**config.mk**
```make
export PLATFORM = sky130hd
export DESIGN_NAME = segdisplay_arbiter
export DESIGN_NICKNAME = d
export VERILOG_FILES = /design/src/rtl/segdisplay_arbiter.sv
export SDC_FILE = /design/constraint.sdc
export NUM_CORES = 1
export LEC_CHECK = 0
export ABC_AREA = 1
export CAP_MARGIN = 20
export CORE_UTILIZATION = 58
export DETAILED_ROUTE_END_ITERATION = 10
export PLACE_DENSITY_LB_ADDON = 0.05
export SYNTH_ARGS = -nofsm -noshare
export SYNTH_HDL_FRONTEND = slang
export SYNTH_SLANG_ARGS = --single-unit
```
**constraint.sdc**
```tcl
create_clock -name clk_peripheral -period 7.7 [get_ports clk_peripheral]
set_input_delay 1.54 -clock clk_peripheral [delete_from_list [all_inputs] [get_ports clk_peripheral]]
set_output_delay 1.54 -clock clk_peripheral [all_outputs]
set_load 0.02 [all_outputs]
```
**src/rtl/segdisplay_arbiter.sv**
```systemverilog
// segdisplay_arbiter
//   Shares one 8-digit multiplexed 7-segment display among three requesters.
//   A prescaler produces a scan tick every 2^DIV cycles; each digit is blanked
//   for BLANK cycles and then driven until the next tick. Ownership changes only
//   at frame boundaries (after digit 7), with a minimum hold of HOLD frames while
//   the owner keeps requesting. Each frame is latched whole, so it never tears.
//
// Ports
//   clk_peripheral  in   1   single clock
//   reset_n         in   1   asynchronous active-low reset
//   req             in   3   request lines, index 0 highest priority
//   data0..data2    in   40  frames, digit d at [5d+4:5d], d=0 leftmost
//                            (code[4] = decimal point, code[3:0] = hex digit)
//   gnt             out  3   one-hot current owner, 000 = none
//   frame_done      out  1   one-cycle pulse after digit 7 drive ends
//   an              out  8   digit anodes, active-low, an[7] = digit 0
//   ca              out  8   segments, active-low, ca[7] = dp, ca[6:0] = g..a
//
// Scan FSM
//   state   | meaning
//   IDLE    | no owner, display dark, grant on next tick with any request
//   BLANK   | all anodes off for BLANK cycles ahead of digit sel
//   DRIVE   | digit sel lit with its latched code until the next tick

module segdisplay_arbiter #(
    parameter int DIV   = 12,
    parameter int BLANK = 4,
    parameter int HOLD  = 3
) (
    input  logic        clk_peripheral,
    input  logic        reset_n,
    input  logic [2:0]  req,
    input  logic [39:0] data0,
    input  logic [39:0] data1,
    input  logic [39:0] data2,
    output logic [2:0]  gnt,
    output logic        frame_done,
    output logic [7:0]  an,
    output logic [7:0]  ca
);

    typedef enum logic [1:0] {
        S_IDLE  = 2'd0,
        S_BLANK = 2'd1,
        S_DRIVE = 2'd2
    } state_t;

    localparam logic [DIV-1:0] PRE_ONE    = DIV'(1);
    localparam logic [DIV-1:0] BLANK_LOAD = DIV'(BLANK - 1);
    localparam logic [3:0]     HOLD_L     = 4'(HOLD);

    state_t      state_q, state_d;
    logic [DIV-1:0] pre_q;
    logic [DIV-1:0] blank_q, blank_d;
    logic [2:0]  sel_q, sel_d;
    logic [2:0]  gnt_q, gnt_d;
    logic [3:0]  held_q, held_d;
    logic [39:0] frame_q, frame_d;
    logic        fd_d;
    logic [7:0]  an_d, ca_d;
    logic        tick;
    logic [2:0]  arb_gnt;
    logic        owner_keep;
    logic [3:0]  held_inc;
    logic [4:0]  code;

    function automatic logic [2:0] prio(input logic [2:0] r);
        if (r[0])      return 3'b001;
        else if (r[1]) return 3'b010;
        else if (r[2]) return 3'b100;
        else           return 3'b000;
    endfunction

    function automatic logic [39:0] pick_frame(input logic [2:0]  g,
                                               input logic [39:0] d0,
                                               input logic [39:0] d1,
                                               input logic [39:0] d2);
        case (g)
            3'b001:  return d0;
            3'b010:  return d1;
            3'b100:  return d2;
            default: return 40'd0;
        endcase
    endfunction

    // Active-low segment pattern g..a for a hex digit.
    function automatic logic [6:0] seg7(input logic [3:0] h);
        case (h)
            4'h0: return 7'h40;
            4'h1: return 7'h79;
            4'h2: return 7'h24;
            4'h3: return 7'h30;
            4'h4: return 7'h19;
            4'h5: return 7'h12;
            4'h6: return 7'h02;
            4'h7: return 7'h78;
            4'h8: return 7'h00;
            4'h9: return 7'h10;
            4'hA: return 7'h08;
            4'hB: return 7'h03;
            4'hC: return 7'h46;
            4'hD: return 7'h21;
            4'hE: return 7'h06;
            default: return 7'h0E;
        endcase
    endfunction

    assign tick       = &pre_q;
    assign arb_gnt    = prio(req);
    assign owner_keep = (|(req & gnt_q)) && (held_q < HOLD_L);
    assign held_inc   = (held_q == 4'hF) ? held_q : held_q + 4'd1;

    // State register; an/ca are decoded from the next state so the registered
    // anode and segment code always switch on the same edge.
    always_ff @(posedge clk_peripheral or negedge reset_n) begin
        if (!reset_n) begin
            state_q    <= S_IDLE;
            pre_q      <= '0;
            blank_q    <= '0;
            sel_q      <= 3'd0;
            gnt_q      <= 3'b000;
            held_q     <= 4'd0;
            frame_q    <= 40'd0;
            frame_done <= 1'b0;
            an         <= 8'hFF;
            ca         <= 8'hFF;
        end else begin
            state_q    <= state_d;
            pre_q      <= pre_q + PRE_ONE;
            blank_q    <= blank_d;
            sel_q      <= sel_d;
            gnt_q      <= gnt_d;
            held_q     <= held_d;
            frame_q    <= frame_d;
            frame_done <= fd_d;
            an         <= an_d;
            ca         <= ca_d;
        end
    end

    // Next-state and arbitration
    always_comb begin
        state_d = state_q;
        blank_d = blank_q;
        sel_d   = sel_q;
        gnt_d   = gnt_q;
        held_d  = held_q;
        frame_d = frame_q;
        fd_d    = 1'b0;
        case (state_q)
            S_IDLE: begin
                if (tick && (req != 3'b000)) begin
                    gnt_d   = arb_gnt;
                    held_d  = 4'd1;
                    frame_d = pick_frame(arb_gnt, data0, data1, data2);
                    sel_d   = 3'd0;
                    blank_d = BLANK_LOAD;
                    state_d = S_BLANK;
                end
            end
            S_BLANK: begin
                if (blank_q == '0) state_d = S_DRIVE;
                else               blank_d = blank_q - PRE_ONE;
            end
            S_DRIVE: begin
                if (tick) begin
                    if (sel_q != 3'd7) begin
                        sel_d   = sel_q + 3'd1;
                        blank_d = BLANK_LOAD;
                        state_d = S_BLANK;
                    end else begin
                        fd_d  = 1'b1;
                        sel_d = 3'd0;
                        if (owner_keep) begin
                            held_d  = held_inc;
                            frame_d = pick_frame(gnt_q, data0, data1, data2);
                            blank_d = BLANK_LOAD;
                            state_d = S_BLANK;
                        end else if (req != 3'b000) begin
                            // HOLD is ignored here: either it expired or the
                            // owner has dropped its request.
                            gnt_d   = arb_gnt;
                            held_d  = (arb_gnt == gnt_q) ? held_inc : 4'd1;
                            frame_d = pick_frame(arb_gnt, data0, data1, data2);
                            blank_d = BLANK_LOAD;
                            state_d = S_BLANK;
                        end else begin
                            gnt_d   = 3'b000;
                            held_d  = 4'd0;
                            state_d = S_IDLE;
                        end
                    end
                end
            end
            default: state_d = S_IDLE;
        endcase
    end

    // Output decode from next state
    always_comb begin
        an_d = 8'hFF;
        ca_d = 8'hFF;
        code = frame_d[5*sel_d +: 5];
        if (state_d == S_DRIVE) begin
            an_d = ~(8'h80 >> sel_d);
            ca_d = {~code[4], seg7(code[3:0])};
        end
    end

    assign gnt = gnt_q;

endmodule

```
Yosys cells after proc, flatten, opt, wreduce, memory -nomap -nowiden
Memory sizes are Yosys's and may differ from the RTL's.
Cells that the tools add are included.
{"block": "word_totals", "ff_bits": 93, "rom_bits": 112, "inputBits": 125, "memories": 1}
{"memory": "(name not given)", "depth": 16, "width": 7, "read_ports": 1, "rd_ports_with_merged_regs": 0, "wr": 0, "line_no": "88", "rtl": "case (h)"}
{"block": "op_classes", "n_addsub": 4, "n_mul": 1, "order_cmp": 1, "n_eq_ne": 18, "shifts": 2, "n_mux": 48, "n_bitwise": 3, "reduce_logical": 12}
{"op": "one-hot mux 40 bit (3 select lines)", "count": 2}
{"op": "two-way mux 40 bit", "count": 5}
{"op": "one-hot mux 40 bit (2 select lines)", "count": 1}
{"op": "two-way mux 12 bit", "count": 6}
{"op": "variable part select 40 x 7 -> 5 bit", "count": 1}
{"op": "one-hot mux 12 bit (3 select lines)", "count": 1}
{"op": "two-way mux 3 bit", "count": 11}
{"op": "two-way mux 4 bit", "count": 7}
{"op": "two-way mux 8 bit", "count": 2}
{"op": "adder 12 x 1 -> 12 bit (second input constant)", "count": 1}
{"op": "zero test 12 bit", "count": 1}
{"op": "one-hot mux 3 bit (2 select lines)", "count": 2}
{"op": "AND reduction 12 bit", "count": 1}
{"op": "subtractor 12 x 1 -> 12 bit (second input constant)", "count": 1}
{"op": "!= test 2 bit (second input constant)", "count": 5}
{"op": "AND reduction 5 bit", "count": 2}
{"op": "NOT 8 bit", "count": 1}
{"op": "one-hot mux 4 bit (2 select lines)", "count": 1}
{"op": ">> shifter 8 x 3 -> 8 bit (first input constant)", "count": 1}
{"op": "== test 3 x 1 -> 1 bit (second input constant)", "count": 2}
{"op": "== test 3 x 2 -> 1 bit (second input constant)", "count": 2}
{"op": "== test 3 bit (second input constant)", "count": 2}
{"op": "multiplier 3 x 3 -> 6 bit (first input constant)", "count": 1}
{"op": "two-way mux 1 bit", "count": 6}
{"op": "other kinds (19)", "count": 24}

Depth between registers and ports, before layout
{"block": "depth", "word_depth": 13, "depth_mapped": 24}

Worst setup path after synthesis
OpenSTA, ideal clock, no wires.
{"block": "synth_path", "path_type": "in2reg", "start": "input port req[0]", "end": "register ca[3]", "setup_time_ns": 0.081, "arrival_time_ns": 3.562, "required_time_ns": 7.619, "slack_ns": 4.058, "cell_stages": 20, "cell_sequence": "ha_1 > nand3b_1 > nand2_1 > nand2_1 > inv_2 > buf_2 > nand2_1 > o21ai_0 > nand2_1 > o211ai_1 > nand2_1 > nand2_1 > nand3_1 > nand2_2 > inv_1 > ha_1 > nand3_1 > nand3_1 > nand2_1 > nand2_1"}
{"block": "synth_via", "elab_chain_len": 11}
{"element": "from (decl)", "line_no": "32", "rtl": "input logic [2:0] req,"}
{"element": "two-way mux 3 bit", "line_no": "68", "rtl": "if (r[0]) return 3'b001;"}
{"element": "== test 3 bit (tied with other cells)", "line_no": "78", "rtl": "case (g)"}
{"element": "one-hot mux 40 bit (3 select lines)", "line_no": "78"}
{"element": "two-way mux 40 bit", "line_no": "179", "rtl": "end else if (req != 3'b000) begin"}
{"element": "two-way mux 40 bit", "line_no": "174", "rtl": "if (owner_keep) begin"}
{"element": "two-way mux 40 bit", "line_no": "167", "rtl": "if (sel_q != 3'd7) begin"}
{"element": "two-way mux 40 bit", "line_no": "166", "rtl": "if (tick) begin"}
{"element": "one-hot mux 40 bit (2 select lines) *", "line_no": "150", "rtl": "case (state_q)"}
{"element": "net frame_d[21]", "line_no": "58", "rtl": "logic [39:0] frame_q, frame_d;"}
{"element": "variable part select 40 x 7 -> 5 bit *", "line_no": "203", "rtl": "code = frame_d[5*sel_d +: 5];"}
{"element": "memory read (16 x 7 bit) *"}
{"element": "two-way mux 8 bit *", "line_no": "204", "rtl": "if (state_d == S_DRIVE) begin"}
{"element": "net ca_d[3]", "line_no": "60", "rtl": "logic [7:0] an_d, ca_d;"}
{"element": "to (signal assigned)", "line_no": "126", "rtl": "ca <= 8'hFF;"}
{"element": "to (signal assigned)", "line_no": "137", "rtl": "ca <= ca_d;"}
{"element": "to (decl)", "line_no": "39", "rtl": "output logic [7:0] ca"}
Mark *: on every way through the listed nets, which the timed path passes. The rest lies on a longest branch.
A chain may end at the register's enable or synchronous reset.

Worst setup path in the final report
Same ends and word-level chain as after synthesis.

==> key figures <==
Synthesis
  • Yosys top cell area share: 0.258
  • Asr flop ratio synth: 1.00
  • Seq/Total Area, Yosys: 0.314
  • Post-Syn Area per Cell: 6.10 µm²
  • Post-synth EDFFs: 0
  • Count leader, synth: nand2_1
  • Synth top area cells: dfrtp_1, nand2_1, nand3_1
  • Yosys warnings: 0
  • Top post-synthesis cells by count: nand2_1, inv_1, nand3_1
  • Area leader, netlist: dfrtp_1
  • Synth Cell Area: 7470 µm²
  • Synth cell types: 45
  • Syn_nets: about 1400
  • Main synth FF type: dfrtp_1
  • Mapped Cells: approximately 1200
  • Yosys reg bits: 93

GRT
  • Gr busiest metal: met2
  • Largest net degree at the start of global routing: 56
  • Met2 usage: 0.575
  • First-pass GRT wire length: 39600 µm
  • Number of global-route vias before repair: 7837
  • GRT Overall Usage: 0.384
  • Antenna violations before repair: 0
  • Grt met3 use: 0.0957
  • Met1 usage: 0.536
  • Total grt overflow: 0

Power and ir drop
  • Worst vdd ir: 0.000134 V
  • P_leak: 4.54 nW
  • Power density cells: 116 nW/µm²
  • Total Power: 1.06 mW

CTS
  • CTS tree: done
  • Post-CTS sizing: 0
  • Hold_buf cts: 0
  • Clock transition at path regs: 0.07 ns
  • Clk_lat worst skew: 0.34 ns
  • CTS H-tree lvls: 3
  • Max clock buf depth: 2
  • Post-CTS Setup Repair Bufs: 0
  • TritonCTS buffer count: 9
  • CTS sink count: 93
  • CTS Root Cell: clkbuf_16

STA
  • Fin crit share: 0.667
  • Worst rel slew slack: 0.311
  • Final setup fails: 0
  • RSZ-0062 raised after global routing: false
  • Setup TNS: 0 ns
  • Minimum clock period after layout: 5.13 ns
  • Final hold violation count: 0
  • Fmax: 195 MHz
  • Pins over their slew limit: 0
  • Slew @ Worst Pin: 1.03 ns
  • Worst hold slack: between 0.4 and 0.5 ns
  • Layout Skew: 0.00710 ns

Final layout
  • Ant. Diodes: 0
  • FILL cells: 1067
  • Share of layout cells above drive strength 1: 0.0618
  • Synthesis-to-layout area growth: 23.3%
  • Nets: approximately 1500
  • Multi-input gate area: 4400 µm²
  • Register area: around 2300 µm²

Setup path
  • Reg2reg path depth: 16
  • CP Capture Type: flip-flop
  • Crit path kind: input port to flip-flop
  • Max FO, Critical Path: 32
  • Most used cell, CP: nand2_1
  • Reg2reg end: ca[5]$_DFF_PN1_
  • Slowest-stage cell, CP: clkdlybuf4s50_1
  • Startpoint Class: input port
  • Buf+Inv Stages, Crit Path: 4
  • FF-to-FF Start: state_q[1]$_DFF_PN0_
  • Worst Path Required: just under 8 ns
  • Top delay family on crit path: buffers and inverters
  • Critical path, cell by cell: clkdlybuf4s50_1 > ha_1 > nand3b_1 > nand2_1 > buf_4 > nand2_1 > inv_2 > nand2_1 > o21ai_0 > nand2_1 > nand2_1 > nand2_1 > nand2_1 > nand2_1 > nor2_1 > nand2_1 > nand2_2 > inv_1 > ha_1 > nand3_1 > nand3_1 > nand2_1 > nand2_1
  • CP arrival: 5.39 ns
  • Worst R2R Setup Slack: 3.78 ns
  • Slowest stage delay, CP: approximately 0.79 ns

Hold path
  • Hold wc startpoint: pre_q[0]$_DFF_PN0_
  • Hold Path End: pre_q[0]$_DFF_PN0_
  • Worst hold stages: 1
  • Worst hold path type: flip-flop to flip-flop

Placement
  • PortBufs: 144
  • Post-DP HPWL: 18300 µm
  • RD Place Congestion: 0.960

Flow run
  • Maxcap violations: 0

Die
  • Die height: 115 µm
  • FP Rows: 41
  • Die area: 13300 µm²
  • Die Wd: around 120 µm
  • Initial Utilization: 0.594
  • Core Region: 12600 µm²
  • Num ports: between 100 and 150

Run status
  • Outcome: finished clean

Drt
  • DR vias/cell: around 5.6
  • Iter 0 DRT Violations: 1233
  • Final ANT Viol Nets: 0
  • Via count: 8555
  • DRT Pass-1 Iters: 7
  • Routed WL: around 25000 µm
  • Avg WL per Cell: 16.5 µm
  • Post-route DRC: 0
==> through the flow <==
stage / utilization / cell area (µm²) / setup slack, ns / instances
final: 0.733 / 9210 / 2.57 / 1515
after global routing: 0.733 / 9210 / 2.26 / 1515
after CTS: 0.733 / 9210 / 2.70 / 1515
after detailed placement: 0.711 / 8930 / 2.36 / 1499
after global placement: 0.711 / 8930 / 2.39 / 1499
after floorplan: - / 7470 / 4.06 / 1224
==> power by group <==
group | internal, mW | switching (mW) | leakage [nW] | total [mW]
clock | 0.222 | 0.192 | 0.137 | 0.414
combinational | 0.0768 | 0.0849 | 3.33 | 0.162
sequential | 0.489 | 0 | 1.08 | 0.489
total | 0.787 | 0.277 | 4.54 | 1.06
==> cell type report <==
cell class              instances  area share
repair buffers                152       0.163
clock inverters                 6     0.00516
inverters                     125      0.0510
well taps                     172      0.0234
multi-input cells             957       0.478
flip-flops and latches         93       0.255
clock buffers                  10      0.0249
==> placed cells by master (no fill, tap or decap), types with 3 or more instances in the layout <==
cell,Yosys,final
nand2_1,510,510
clkdlybuf4s50_1,0,143
inv_1,116,116
nand3_1,109,109
nor2_1,95,95
a21oi_1,81,81
dfrtp_1,77,77
o21ai_0,49,49
nand4_1,22,22
dfstp_2,16,16
ha_1,12,12
nand2_2,9,9
nor2_4,9,9
clkbuf_16,0,9
buf_4,7,9
nor2_2,8,8
xor2_1,8,8
inv_2,7,7
xnor2_1,5,5
nor3_1,6,5
o2111ai_1,4,4
clkinv_4,0,4
o211ai_1,3,3
==> metal layers <==
metal,vias up,share of wire
met4,0,0.028
met2,529,0.42
li1,4118,-
met1,3850,0.43
met3,58,0.12
met5,-,0
==> worst max path at each step <==
stage               slack [ns]  cells after the start              end  startpoint
floorplan                 4.06                     20  ca[3]$_DFF_PN1_      req[0]
global placement          2.39                     18  ca[3]$_DFF_PN1_      req[0]
detailed placement        2.36                     23  ca[3]$_DFF_PN1_      req[0]
CTS                       2.70                     23  ca[3]$_DFF_PN1_      req[0]
global route              2.26                     23  ca[3]$_DFF_PN1_      req[0]
finish                    2.57                     23  ca[3]$_DFF_PN1_      req[0]
==> kinds of logic after synthesis <==
group / count (synthesis) / share of synthesized area
XOR/XNOR: 13 / 0.0152
AO/OA/AOI/OAI: 150 / 0.109
flip-flops: 93 / 0.314
adder cells (fa/ha/maj): 12 / 0.0201
buffers and inverters: 174 / 0.0973
AND/OR/NAND/NOR: 782 / 0.444
==> flip-flops by register name, indices dropped and copies added (netlist names) <==
register    count
frame_q        40
blank_q        12
pre_q          12
an              8
ca              8
held_q          4
gnt             3
sel_q           3
state_q         2
frame_done      1
Note: power is estimated with default switching activity, not from simulation.
